--- src/rtl/mult_arbiter.sv ---
// mult_arbiter
//   Shares one external multiplier between two requesters. One operation is
//   in flight at a time. When both requesters are valid, the one that was not
//   served last wins.
//
// Ports
//   clk, rst_n                  clock, asynchronous active-low reset
//   reqN_valid/ready, reqN_a/b  operand handshake for requester N (0/1)
//   rspN_valid/ready            result handshake for requester N
//   rsp_hi, rsp_lo              captured 2*WIDTH unsigned product
//   mul_a, mul_b, mul_en        drive to the shared multiplier
//   mul_hi, mul_lo              multiplier result, valid LATENCY cycles after mul_en
//   busy                        high whenever an operation is in progress
//
// state | meaning
// IDLE  | arbitrating, reqN_ready offered to the granted requester
// ISSUE | operands on mul_a/mul_b, mul_en pulsed
// WAIT  | counting down multiplier latency, result captured at count 1
// RESP  | rspN_valid to owner, held until owner's rspN_ready
module mult_arbiter #(
    parameter int WIDTH   = 32,
    parameter int LATENCY = 1
) (
    input  logic             clk,
    input  logic             rst_n,
    input  logic             req0_valid,
    input  logic             req1_valid,
    output logic             req0_ready,
    output logic             req1_ready,
    input  logic [WIDTH-1:0] req0_a,
    input  logic [WIDTH-1:0] req0_b,
    input  logic [WIDTH-1:0] req1_a,
    input  logic [WIDTH-1:0] req1_b,
    output logic             rsp0_valid,
    output logic             rsp1_valid,
    input  logic             rsp0_ready,
    input  logic             rsp1_ready,
    output logic [WIDTH-1:0] rsp_hi,
    output logic [WIDTH-1:0] rsp_lo,
    output logic [WIDTH-1:0] mul_a,
    output logic [WIDTH-1:0] mul_b,
    output logic             mul_en,
    input  logic [WIDTH-1:0] mul_hi,
    input  logic [WIDTH-1:0] mul_lo,
    output logic             busy
);

    typedef enum logic [1:0] {IDLE, ISSUE, WAIT, RESP} state_t;

    localparam logic [3:0] LAT_LOAD = 4'(LATENCY);

    state_t           state_q;
    logic             owner_q;
    logic             last_q;
    logic             mul_en_q;
    logic             busy_q;
    logic             rsp0_valid_q;
    logic             rsp1_valid_q;
    logic [3:0]       cnt_q;
    logic [WIDTH-1:0] a_q;
    logic [WIDTH-1:0] b_q;
    logic [WIDTH-1:0] hi_q;
    logic [WIDTH-1:0] lo_q;

    logic idle;
    logic grant1;
    logic rsp_take;

    assign idle = (state_q == IDLE);

    // On a tie, last_q == 1 means requester 1 was served last, so 0 wins.
    assign grant1 = req1_valid && (!req0_valid || !last_q);

    // Ready is combinational; gating with rst_n keeps it low while in reset.
    assign req0_ready = rst_n && idle && req0_valid && !grant1;
    assign req1_ready = rst_n && idle && grant1;

    assign rsp_take = (state_q == RESP) && (owner_q ? rsp1_ready : rsp0_ready);

    always_ff @(posedge clk or negedge rst_n) begin
        if (!rst_n) begin
            state_q      <= IDLE;
            owner_q      <= 1'b0;
            last_q       <= 1'b1;
            mul_en_q     <= 1'b0;
            busy_q       <= 1'b0;
            rsp0_valid_q <= 1'b0;
            rsp1_valid_q <= 1'b0;
            cnt_q        <= '0;
            a_q          <= '0;
            b_q          <= '0;
            hi_q         <= '0;
            lo_q         <= '0;
        end else begin
            case (state_q)
                IDLE: begin
                    if (req0_ready || req1_ready) begin
                        owner_q  <= grant1;
                        a_q      <= grant1 ? req1_a : req0_a;
                        b_q      <= grant1 ? req1_b : req0_b;
                        mul_en_q <= 1'b1;
                        busy_q   <= 1'b1;
                        state_q  <= ISSUE;
                    end
                end
                ISSUE: begin
                    mul_en_q <= 1'b0;
                    cnt_q    <= LAT_LOAD;
                    state_q  <= WAIT;
                end
                WAIT: begin
                    if (cnt_q == 4'd1) begin
                        hi_q         <= mul_hi;
                        lo_q         <= mul_lo;
                        rsp0_valid_q <= !owner_q;
                        rsp1_valid_q <= owner_q;
                        state_q      <= RESP;
                    end else begin
                        cnt_q <= cnt_q - 4'd1;
                    end
                end
                RESP: begin
                    if (rsp_take) begin
                        rsp0_valid_q <= 1'b0;
                        rsp1_valid_q <= 1'b0;
                        busy_q       <= 1'b0;
                        last_q       <= owner_q;
                        state_q      <= IDLE;
                    end
                end
                default: state_q <= IDLE;
            endcase
        end
    end

    assign mul_a      = a_q;
    assign mul_b      = b_q;
    assign mul_en     = mul_en_q;
    assign busy       = busy_q;
    assign rsp0_valid = rsp0_valid_q;
    assign rsp1_valid = rsp1_valid_q;
    assign rsp_hi     = hi_q;
    assign rsp_lo     = lo_q;

endmodule

--- config.mk ---
export PLATFORM = sky130hd
export DESIGN_NAME = mult_arbiter
export DESIGN_NICKNAME = d
export VERILOG_FILES = /design/src/rtl/mult_arbiter.sv
export SDC_FILE = /design/constraint.sdc
export NUM_CORES = 1
export LEC_CHECK = 0
export BUFFER_PORTS_ARGS = -buffer_cell sky130_fd_sc_hd__buf_2
export CAP_MARGIN = 20
export CORE_AREA = 2 2 129 131
export DETAILED_ROUTE_END_ITERATION = 6
export DIE_AREA = 0 0 131 133
export PLACE_DENSITY = 0.75
export SYNTH_ARGS = -nofsm -noshare
export SYNTH_HDL_FRONTEND = slang
export SYNTH_SLANG_ARGS = --single-unit
--- constraint.sdc ---
create_clock -name clk -period 2.2 [get_ports clk]
set_clock_uncertainty 0.05 [all_clocks]
set_input_delay 0.11 -clock clk [delete_from_list [all_inputs] [get_ports clk]]
set_output_delay 0.11 -clock clk [all_outputs]
set_load 0.1 [all_outputs]
==> results of run 1 <==
==> sequential cells by signal, summed over array words and instances (netlist names) <==
name	flops
busy	1
mul_b	32
owner_q	1
rsp_hi	32
rsp1_valid	1
mul_en	1
last_q	1
cnt_q	4
rsp0_valid	1
mul_a	32
rsp_lo	32
state_q	2
==> worst max path at each step <==
stage                                      start                     end  cells past startpoint
after floorplan               last_q$_DFFE_PN1P_              req0_ready                      4
after global placement    state_q[0]$_DFFE_PN0P_  state_q[1]$_DFFE_PN0P_                      5
after CTS                 state_q[0]$_DFFE_PN0P_              req0_ready                      5
final                     state_q[0]$_DFFE_PN0P_              req0_ready                      5
after global routing      state_q[0]$_DFFE_PN0P_              req0_ready                      5
after detailed placement  state_q[0]$_DFFE_PN0P_  state_q[1]$_DFFE_PN0P_                      5
==> metrics by stage <==
stage                     setup WS [ns]  instance area (um^2)
after floorplan                  0.2366                  5981
after global placement           0.2550                  7916
after detailed placement         0.1994                  7916
after CTS                        0.1222                 10440
after global routing            0.01352                 10440
final                            0.1336                 10440
==> cell usage in the layout, fill, tap and decap left out, types with 4 or more instances in the layout <==
cell                            instances
sky130_fd_sc_hd__ha_1                   7
sky130_fd_sc_hd__dlygate4sd3_1        193
sky130_fd_sc_hd__clkbuf_16             17
sky130_fd_sc_hd__mux2i_1               65
sky130_fd_sc_hd__buf_12                 4
sky130_fd_sc_hd__o21ai_1               39
sky130_fd_sc_hd__inv_1                  7
sky130_fd_sc_hd__o21ai_0               29
sky130_fd_sc_hd__mux2_1                39
sky130_fd_sc_hd__nand2_1               70
sky130_fd_sc_hd__dfrtp_1              139
sky130_fd_sc_hd__clkinvlp_4             4
sky130_fd_sc_hd__buf_4                  6
sky130_fd_sc_hd__inv_6                  5
sky130_fd_sc_hd__mux2_2                26
sky130_fd_sc_hd__buf_2                329
==> synth_stat cells (all sizes together) (3+ instances only) <==
library cell / n
dfrtp: 139
nand2: 70
o21ai: 68
mux2: 65
mux2i: 65
buf: 21
clkbuf: 9
ha: 7
inv: 7
nor2: 4
a21oi: 3
==> worst min-delay path: cells and delay by family <==
kind,cells,cell delay [ns]
multiplexers,1,0.09
AO/OA/AOI/OAI,1,0.15
buffers and inverters,1,0.08
==> logic make-up after synthesis <==
family	after synthesis	share of synthesized area
fa+ha+maj	7	0.01465
buf+inv	37	0.02742
mux	130	0.2313
compound gates	86	0.07932
flops	140	0.5862
simple gates	85	0.05965
xor+xnor	1	0.001465
==> area by class of cell <==
| cell class | count | share of cell area |
|---|---|---|
| Sequential cell | 140 | 0.3357 |
| Tap cell | 220 | 0.02637 |
| Multi-Input combinational cell | 309 | 0.2229 |
| Clock inverter | 14 | 0.01522 |
| Inverter | 7 | 0.002517 |
| Antenna cell | 1 | 0.0002397 |
| Timing Repair Buffer | 533 | 0.3559 |
| Clock buffer | 18 | 0.04111 |
==> repair_timing <==
item	in CTS	in global routing
setup buffers	0	0
hold buffers	193	0
hold endpoints to repair	268	0
==> per-layer routing <==
layer / vias up / global-route usage / part of all wire
li1: 2738 / - / -
met1: 2658 / 0.2361 / 0.37
met2: 288 / 0.3765 / 0.51
met3: 64 / 0.06955 / 0.081
met4: 0 / 0.1034 / 0.041
met5: - / 0 / 0
==> results.md, run 1 <==
- Setup repair after global routing left no endpoint under its margin.
- For this run, the slowest stage of the critical path takes 0.44 ns.
- The final count of pins violating max slew came to 0.
- The signal on the critical path passes through inv_1 > ha_1 > nand3_1 > nor2_2 > buf_2.
- The worst setup path is launched from a flip-flop.
- The nature of the critical path endpoint is an output port.
- Across all register-to-register paths, the minimum setup slack is 0.13 ns.
- The via count is 5748.
- In the synthesized netlist the dominant register cell turns out to be sky130_fd_sc_hd__dfrtp_1.
- Synthesis produced a netlist with a net count of 691.
- The floorplan has 47 rows.
- The average vias per placed instance is 4.628.
- The count of buffering cells on the critical path with inverters included is 2.
- For the worst-skew pair, the clock arrives at the later sink with an insertion delay of 0.41 ns.
- After detailed routing, the number of remaining DRC violations is 0.
- The sequential-to-total area share from yosys stat is 0.5862.
- The fraction of registers with async set or reset after synthesis is 1.000.
- The path class of the lowest-slack min-delay path is input port to flip-flop.
- The area added between synthesis and finish is 74.61%.
- Summed over all instances, the cell type with the most area after synthesis is sky130_fd_sc_hd__dfrtp_1.
- In this run the critical register-to-register path is captured at mul_b[13]$_DFFE_PN0P_.
- The cell with the largest stage delay on the worst path is sky130_fd_sc_hd__buf_2.
- The startpoint of the worst-slack reg-to-reg timing path is last_q$_DFFE_PN1P_.
- The Yosys step of the flow raised 0 warnings.
- In the final layout, the share of cells above drive strength 1 is 0.3937.
- The utilization after layout is 0.6455.
- In this run the cell area of the synthesized design comes to 5978 um^2.
- The path with the worst hold slack has its endpoint at mul_b[14]$_DFFE_PN0P_.
- After synthesis the netlist holds a flip-flop and latch count of 140.
- The remaining number of nets flagged by the antenna check after routing is 0.
- The number of setup violations in the final report is 0.
- Ranked by total cell area, the synthesized netlist is headed by sky130_fd_sc_hd__dfrtp_1, sky130_fd_sc_hd__mux2i_1, sky130_fd_sc_hd__mux2_1, sky130_fd_sc_hd__mux2_2, sky130_fd_sc_hd__nand2_1.
- The sequential cells in the finished layout cover a total of 3505 um^2.
- At the pin with the least slew margin, the transition time is 0.7055 ns.
- TritonCTS built the clock tree.
- In the finished design, the share of the clock period the worst path needs comes to 0.9393.
- For this block, the initial DRC count from the detailed router was 157.
- The area of the die is 17420 um^2.
- The worst slack on hold paths is 0.007923 ns.
- The final routed wire length divided by cell count is 15.39 um.
- The clock drives 140 sinks.
- Summing all multi-input logic gate instances after layout gives 2327 um^2.
- The via count of the first global-routing pass is 6196.
- Clock-pin slew was measured on the worst setup and hold paths at 0.06 ns.
- For this run, the total global-route usage over all layers was measured as 0.2167.
- The placer congestion estimate is 0.7760.
- The count of cell types in the netlist is 35.
- The path type of the worst setup path is flip-flop to output port.
- The global-route wire length before repair is 29.57 mm.
- The number of cells on the worst reg-to-reg path is 5.
- During I/O placement, the number of pins put on the boundary was 332.
- The total CTS buffers is 17.
- After global routing the overflow that remains totals 0.
- The final-stage net count is 1213.
- In this run, synthesis inferred 0 flip-flops with an integrated enable.
- The maximum number of pins on one net before global-route repair is 133.
- The setup total negative slack is 0 ns.
- The non-filler instance count after layout is 1242.
- In this run the worst path has a maximum fanout of 7.
- The flow ran to the end, and the final reports show no timing, DRC or antenna violations.
- Derived from the worst setup path, the maximum achievable clock frequency is 483.9 MHz.
- Of the post-synthesis cell area, the dominant cell type holds 0.5818.
- The H-tree was split into 4 levels.
- Once placement completed, the tool counted placed cells totaling 1016.
- The cell at the root of the clock tree is sky130_fd_sc_hd__clkbuf_16.
- After legalization and detailed placement, the total HPWL measured 10.81 mm.
- After technology mapping, the gate count stands at 486.
- The floorplan step defined a core boundary enclosing 16170 um^2.
- The buffer levels on the longest clock path is 2.
- The data required time at the worst endpoint is 2.04 ns.
- The minimum clock period is 2.066 ns.
- The total count of hold-check failures in the final report is 0.
- The die span in y is 133 um.
- The count of max-cap constraint violations is 0.
- The number of antenna violations at the first check in global routing is 1.
- The start point of the worst min-delay path is req0_b[14].
- At the worst endpoint, the arrival time is 1.91 ns.
- The fill cell instance count of the final layout is 1155.
- The number of detailed-routing iterations run before antenna repair is 6.
- In this design, the largest share of critical-path delay is due to buffers and inverters.
- The effective utilization at floorplan is 0.3697.
- The number of buffers added on ports is 331.
- The worst slew margin relative to its limit is 0.5297.
- The number of gates resized after cts is 0.
- The worst hold path depth is 3.
- After detailed routing, the total wire length is 19.12 mm.
- The post-synthesis area per instance is 12.30 um^2.
- Measured along the x axis, the die boundary spans 131 um.
Power of run 1 is not shown: default switching activity piles up to over one toggle a cycle in this logic, so the estimate is an artifact.
==> run 2, diff against run 1 <==
REMOVE_ABC_BUFFERS = 1   (was not set)
==> run 2 against run 1 <==
Net effect:
- first-iteration DRC count grew 32%
- final cell count grew 0.97%
- non-clock buffer count grew 10
- core utilization grew 0.94 points
- worst hold slack gained 0.046 ns
- sequential cell count is the same
- setup slack lost 0.054 ns
- critical path depth grew 1
- critical path type is now flip-flop to flip-flop
- critical endpoint is now mul_b[29]$_DFFE_PN0P_
==> results.md, run 2 (synthesized netlist as in run 1, its figures left out) <==
- The flow ran to the end, and the final reports show no timing, DRC or antenna violations.
- The final layout contains routed wiring with a total length of 22.82 mm.
- The total routing resource utilization after global routing is 0.2552.
- The number of clock buffers added by TritonCTS is 17.
- The total count of hold-check failures in the final report is 0.
- The minimum clock period is 2.121 ns.
- The tree is rooted in a sky130_fd_sc_hd__clkbuf_16.
- Setup violations remaining at the end of the flow were counted as 0.
- In the final layout, the share of cells above drive strength 1 is 0.3977.
- Data on the critical path is required at its endpoint by 2.42 ns.
- The worst setup path is launched from a flip-flop.
- The sum of overflow across all layers after global routing is 0.
- Of the available clock period, the critical path in the final layout requires 0.9639.
- In the final layout, the multi-input gates occupy 2325 um^2.
- The startpoint of the worst-slack reg-to-reg timing path is last_q$_DFFE_PN1P_.
- Leaving out fill and tap cells, the most frequent cell in the layout is sky130_fd_sc_hd__buf_2.
- The clock transition at the register clock pins on the worst setup and hold paths after CTS is 0.07 ns.
- The worst slack on hold paths is 0.05409 ns.
- Among all stages on the critical path, the largest delay is contributed by sky130_fd_sc_hd__dlygate4sd3_1.
- The largest single stage delay on the critical path is 0.59 ns.
- After routing, the total negative slack on setup checks comes to 0 ns.
- In this run the worst path has a maximum fanout of 12.
- The path class of the lowest-slack min-delay path is input port to flip-flop.
- The final-stage net count is 1223.
- Setup slack on the worst reg-to-reg path comes out at 0.08 ns.
- The area added between synthesis and finish is 77.17%.
- The area of the die is 17420 um^2.
- The placeable core region is 16170 um^2.
- The die span in y is 133 um.
- Using the TritonRoute via totals, the vias-per-cell ratio works out to 4.844.
- The number of cell instances on the worst register-to-register path is 6.
- The critical path goes through a21boi_4 > buf_12 > buf_4 > mux2i_1 > dlygate4sd3_1 > o21ai_0.
- After floorplanning, the core was divided into 47 placement rows.
- The effective utilization at floorplan is 0.3697.
- After detailed placement, the total cell area comes to 7984 um^2.
- TritonCTS built the clock tree.
- The critical path data arrival time is 2.34 ns.
- The worst setup path is captured at a flip-flop.
- Across the run, the number of max-cap violations was 0.
- Entering global routing, the biggest net connects 116 pins.
- For this run, the top clock speed supported by timing is 471.6 MHz.
- The last element of the critical path is mul_b[29]$_DFFE_PN0P_.
- Leaving out fill and tap cells, the most frequent cells in the layout are sky130_fd_sc_hd__buf_2, sky130_fd_sc_hd__dlygate4sd3_1, sky130_fd_sc_hd__dfrtp_1, sky130_fd_sc_hd__nand2_1, sky130_fd_sc_hd__mux2i_1.
- The count of buffers added on input and output ports is 331.
- The number of top-level design ports is 332.
- The worst slew margin relative to its limit is 0.3918.
- The global-route wire length before repair is 33.92 mm.
- The insertion delay to the later sink of the worst-skew pair is 0.41 ns.
- For this design, the sink count on the clock tree is 140.
- After detailed routing, the average wire length per cell comes to 18.20 um.
- In the final layout, flip-flops and latches occupy 3505 um^2.
- By startpoint and endpoint, the worst setup path is classified as flip-flop to flip-flop.
- For this block, the initial DRC count from the detailed router was 208.
- The sum of net half-perimeters after detailed placement is 12.69 mm.
- The floorplan step set the die width to 131 um.
- In this run the remaining antenna-violating nets after routing total 0.
- The clock passes through at most 2 buffers.
- Routability-driven placement finished with a final weighted congestion of 0.7507.
- The dominant delay contributor by cell family on the critical path is buffers and inverters.
- For this run, the share of the core covered by cells in the final layout is 0.6549.
- The H-tree depth is 4.
- For the pin with the worst max-slew slack, the measured transition is 0.9124 ns.
- Setup repair after global routing left no endpoint under its margin.
- After routing the design area is 10590 um^2.
- The count of buffering cells on the critical path with inverters included is 3.
- The via count of the first global-routing pass came to 6549.
- The number of detailed-routing iterations run before antenna repair is 4.
- The capture instance of the worst register-to-register path is mul_b[29]$_DFFE_PN0P_.
- The final route contains 6075 vias.
- The fill cell instance count of the final layout is 1103.
- The critical path starts at last_q$_DFFE_PN1P_.
- The final count of pins violating max slew came to 0.
- The critical path crosses 6 cells after its start point.
- For this run, design rule violations remaining after detail routing come to 0.
- The number of antenna violations at the first check in global routing is 3.
==> run 2: cell count changes in the layout (fill, tap and decap cells not counted), moves of 2 or more <==
cell and change:
sky130_fd_sc_hd__buf_12 +2, sky130_fd_sc_hd__clkinvlp_4 -3, sky130_fd_sc_hd__diode_2 +2, sky130_fd_sc_hd__inv_6 +2, sky130_fd_sc_hd__buf_4 +6
==> run 2: final cells by class <==
cell class,instances,area share
Tap cell,220,0.02599
Clock inverter,13,0.01654
Inverter,7,0.002481
Antenna cell,3,0.0007088
Timing Repair Buffer,543,0.3621
Multi-Input combinational cell,309,0.2195
Clock buffer,19,0.04182
Sequential cell,140,0.3309
==> run 2: timing repair <==
action                                  in CTS  in global routing
buffers inserted                             0                  2
gates resized for setup                      0                  0
hold endpoints to repair                   268                  0
hold buffers                               194                  0
endpoints found under the setup margin       0                  7
==> run 2: worst min-delay path by stage <==
stage	from	end	slack, ns	cells after the start
floorplan	rst_n	busy$_DFFE_PN0P_	-0.24	0
global placement	mul_hi[15]	rsp_hi[15]$_DFFE_PN0P_	0.27	2
detailed placement	mul_hi[2]	rsp_hi[2]$_DFFE_PN0P_	0.28	2
CTS	req0_b[16]	mul_b[16]$_DFFE_PN0P_	0.006	3
global route	req1_b[16]	mul_b[16]$_DFFE_PN0P_	0.05	3
finish	req1_b[16]	mul_b[16]$_DFFE_PN0P_	0.05	3
==> run 2: worst min-delay path: cells and delay by family <==
family / cells / cell delay (ns)
multiplexers: 1 / 0.12
AO/OA/AOI/OAI: 1 / 0.17
buffers and inverters: 1 / 0.08
==> run 2: routing by layer <==
metal / vias up / wire (um) / GRT usage
met1: 2892 / 8493 / 0.2860
met2: 341 / 11330 / 0.4246
met5: - / 0 / 0
met3: 80 / 1923 / 0.07602
met4: 0 / 1069 / 0.1513
li1: 2762 / - / -
==> run 2: per-stage QoR <==
stage                     cells  worst slack, ns
after floorplan             456           -4.882
after global placement     1022           0.2498
after detailed placement   1022           0.2264
after CTS                  1248          0.02346
after global routing       1254         0.009235
final                      1254          0.07942
Power of run 2 is left out for the same reason.
==> run 3, diff against run 2 <==
==> constraint.sdc (replaced) <==
create_clock -name clk -period 2.2 [get_ports clk]
set_clock_uncertainty 0.05 [all_clocks]
set_input_delay 0.44 -clock clk [delete_from_list [all_inputs] [get_ports clk]]
set_output_delay 0.44 -clock clk [all_outputs]
set_load 0.1 [all_outputs]
==> run 3 against run 2 <==
Net effect:
- the run now ends with hold timing left
- wire length shrank 26%
- first-iteration DRC count shrank 7.2%
- via count shrank 19%
- maximum frequency grew 3.3%
- count of clock-buffer cells in the layout shrank 1
- global-route usage shrank 6.3 points
- setup slack gained 0.068 ns
- core utilization shrank 12 points
- worst hold slack lost 0.065 ns
- final cell count shrank 16%
- sequential cell count is the same
- register-to-register slack gained 0.12 ns
==> results.md, run 3 (synthesized netlist as in run 1, its figures left out) <==
- The total routing resource utilization after global routing is 0.1923.
- The remaining number of nets flagged by the antenna check after routing is 0.
- The effective utilization at floorplan is 0.3697.
- The number of antenna violations at the first check in global routing is 1.
- The utilization after layout is 0.5366.
- The count of buffering cells on the critical path with inverters included is 1.
- The checks that failed: hold timing.
- The ratio of cells with drive above 1 in the final layout is 0.4952.
- The first-iteration detailed-routing DRC count is 193.
- The run finished, with violations left.
- The remaining routing DRC violations is 0.
- Static timing analysis puts the maximum clock frequency at 487.2 MHz.
- The path type of the worst setup path is flip-flop to output port.
- The via count of the first global-routing pass came to 4908.
- Of the available clock period, the critical path in the final layout requires 0.9329.
- Setup repair after global routing left no endpoint under its margin.
- Global routing finished with a remaining overflow of 0.
- The transition time at the pin with the least slew margin is 0.5766 ns.
- The most common library cell in the layout ignoring fill and taps is sky130_fd_sc_hd__buf_2.
- The number of cell instances on the worst register-to-register path is 5.
- Counting along the longest clock path gives a buffer depth of 2.
- The number of clock sinks seen by CTS is 140.
- The sum of routed wire length over all layers is 16.88 mm.
- The area of the die is 17420 um^2.
- The tool flagged a number of max-cap violations equal to 0.
- The TritonCTS clock tree is done.
- STA puts the critical path data required time at 1.71 ns.
- The sum of net half-perimeters after detailed placement is 13.07 mm.
- The worst setup path is launched from a flip-flop.
- The post-CTS repair timing setup buffer count is 0.
- The final routed wire length divided by cell count is 15.97 um.
- The cell family contributing the most delay on the critical path is flip-flops.
- The chip width is 131 um.
- In the routed layout, each cell is associated on average with a via count of 4.641.
- The path class of the lowest-slack min-delay path is input port to async pin.
- In this design, the stage delay of the slowest critical-path cell is 0.39 ns.
- Entering global routing, the biggest net connects 113 pins.
- The placer congestion estimate is 0.7611.
- The number of buffers added on ports is 331.
- The floorplan has 47 rows.
- The total count of hold-check failures in the final report was 2.
- The number of hold buffers added after CTS was 0.
- Before antenna repair, the detailed router went through 4 iterations.
- Along the worst path, the maximum fanout reaches 5.
- The minimum clock period is 2.052 ns.
- The worst slack on hold paths is -0.01096 ns.
- The insertion delay to the later sink of the worst-skew pair is 0.41 ns.
- For this block, the via count after detailed routing is 4906.
- The clock transition at the register clock pins on the worst setup and hold paths after CTS is 0.07 ns.
- The area added between synthesis and finish is 45.17%.
- Clock tree synthesis inserted a total of 17 buffers.
- The global-route wire length before repair is 25.63 mm.
- The critical path crosses 3 cells after its start point.
- The worst slew margin relative to its limit is 0.6156.
- Walking the worst path, the cells encountered are a21boi_4 > and3_1 > buf_12.
- Leaving out fill and tap cells, the most frequent cells in the layout are sky130_fd_sc_hd__buf_2, sky130_fd_sc_hd__dfrtp_1, sky130_fd_sc_hd__nand2_1, sky130_fd_sc_hd__mux2i_1.
- Clock tree synthesis selected as its root buffer the cell sky130_fd_sc_hd__clkbuf_16.
- Data arrives at the worst endpoint at 1.56 ns.
- The placeable core region is 16170 um^2.
- STA classifies the critical path endpoint as an output port.
- From bottom edge to top edge, the die measures 133 um.
- The final count of pins violating max slew is 0.
- Setup violations remaining at the end of the flow were counted as 0.
- The number of top-level design ports is 332.
- The cell with the largest stage delay on the worst path is sky130_fd_sc_hd__dfstp_2.
- The H-tree depth is 4.
- The final-stage net count is 1028.
## run 3: changes by cell type in the layout (fill, tap and decap cells not counted), sizes merged
| cell | before | now |
|---|---|---|
| clkinvlp | 1 | 2 |
| inv | 15 | 13 |
| dlygate4sd3 | 194 | 0 |
| clkbuf | 20 | 18 |
| clkinv | 1 | 3 |
| diode | 3 | 1 |
## run 3: final timing paths
check                                startpoint                endpoint  slack (ns)
setup / recovery             last_q$_DFFE_PN1P_              req1_ready        0.15
hold / removal                            rst_n   mul_b[18]$_DFFE_PN0P_       -0.01
setup reg to reg           cnt_q[1]$_DFFE_PN0P_  state_q[1]$_DFFE_PN0P_        0.20
hold reg to reg            mul_a[4]$_DFFE_PN0P_    mul_a[4]$_DFFE_PN0P_        0.43
max in group asynchronous                 rst_n  rsp_hi[21]$_DFFE_PN0P_        1.60
min in group clk                     mul_hi[30]  rsp_hi[30]$_DFFE_PN0P_        0.19
## run 3: cell type report
type	count	area [um^2]
tap	220	275.3
timing repair buffer	348	1908
sequential	140	3505
clock inverter	14	182.7
antenna	1	2.502
inverter	7	26.28
multi-input combinational	309	2340
clock buffer	18	439.2
fill	1433	7493
## run 3: metal layers
layer | part of all wire | up-vias | GRT usage
li1 | - | 2372 | -
met3 | 0.093 | 14 | 0.06834
met2 | 0.50 | 217 | 0.3282
met4 | 0.011 | 0 | 0.06383
met5 | 0 | - | 0
met1 | 0.39 | 2303 | 0.2228
## run 3: timing repair
item / 4_1_cts / 5_1_grt
setup endpoints to repair: 2 / 2
pin swaps: 0 / 0
gates resized for setup: 2 / 3
## run 3: per-stage QoR
stage	instances	instance area [um^2]	hold WS (ns)	worst slack [ns]	setup TNS, ns
3_5_place_dp	1024	8039	0.4157	0.2195	0
2_1_floorplan	456	5841	0.09441	-5.419	-271.58
6_report	1057	8678	-0.01096	0.1475	0
3_3_place_gp	1024	8039	0.4077	0.2829	0
5_1_grt	1057	8678	0.07827	0.03607	0
4_1_cts	1056	8666	0.05297	0.02526	0
Power of run 3 is left out for the same reason.
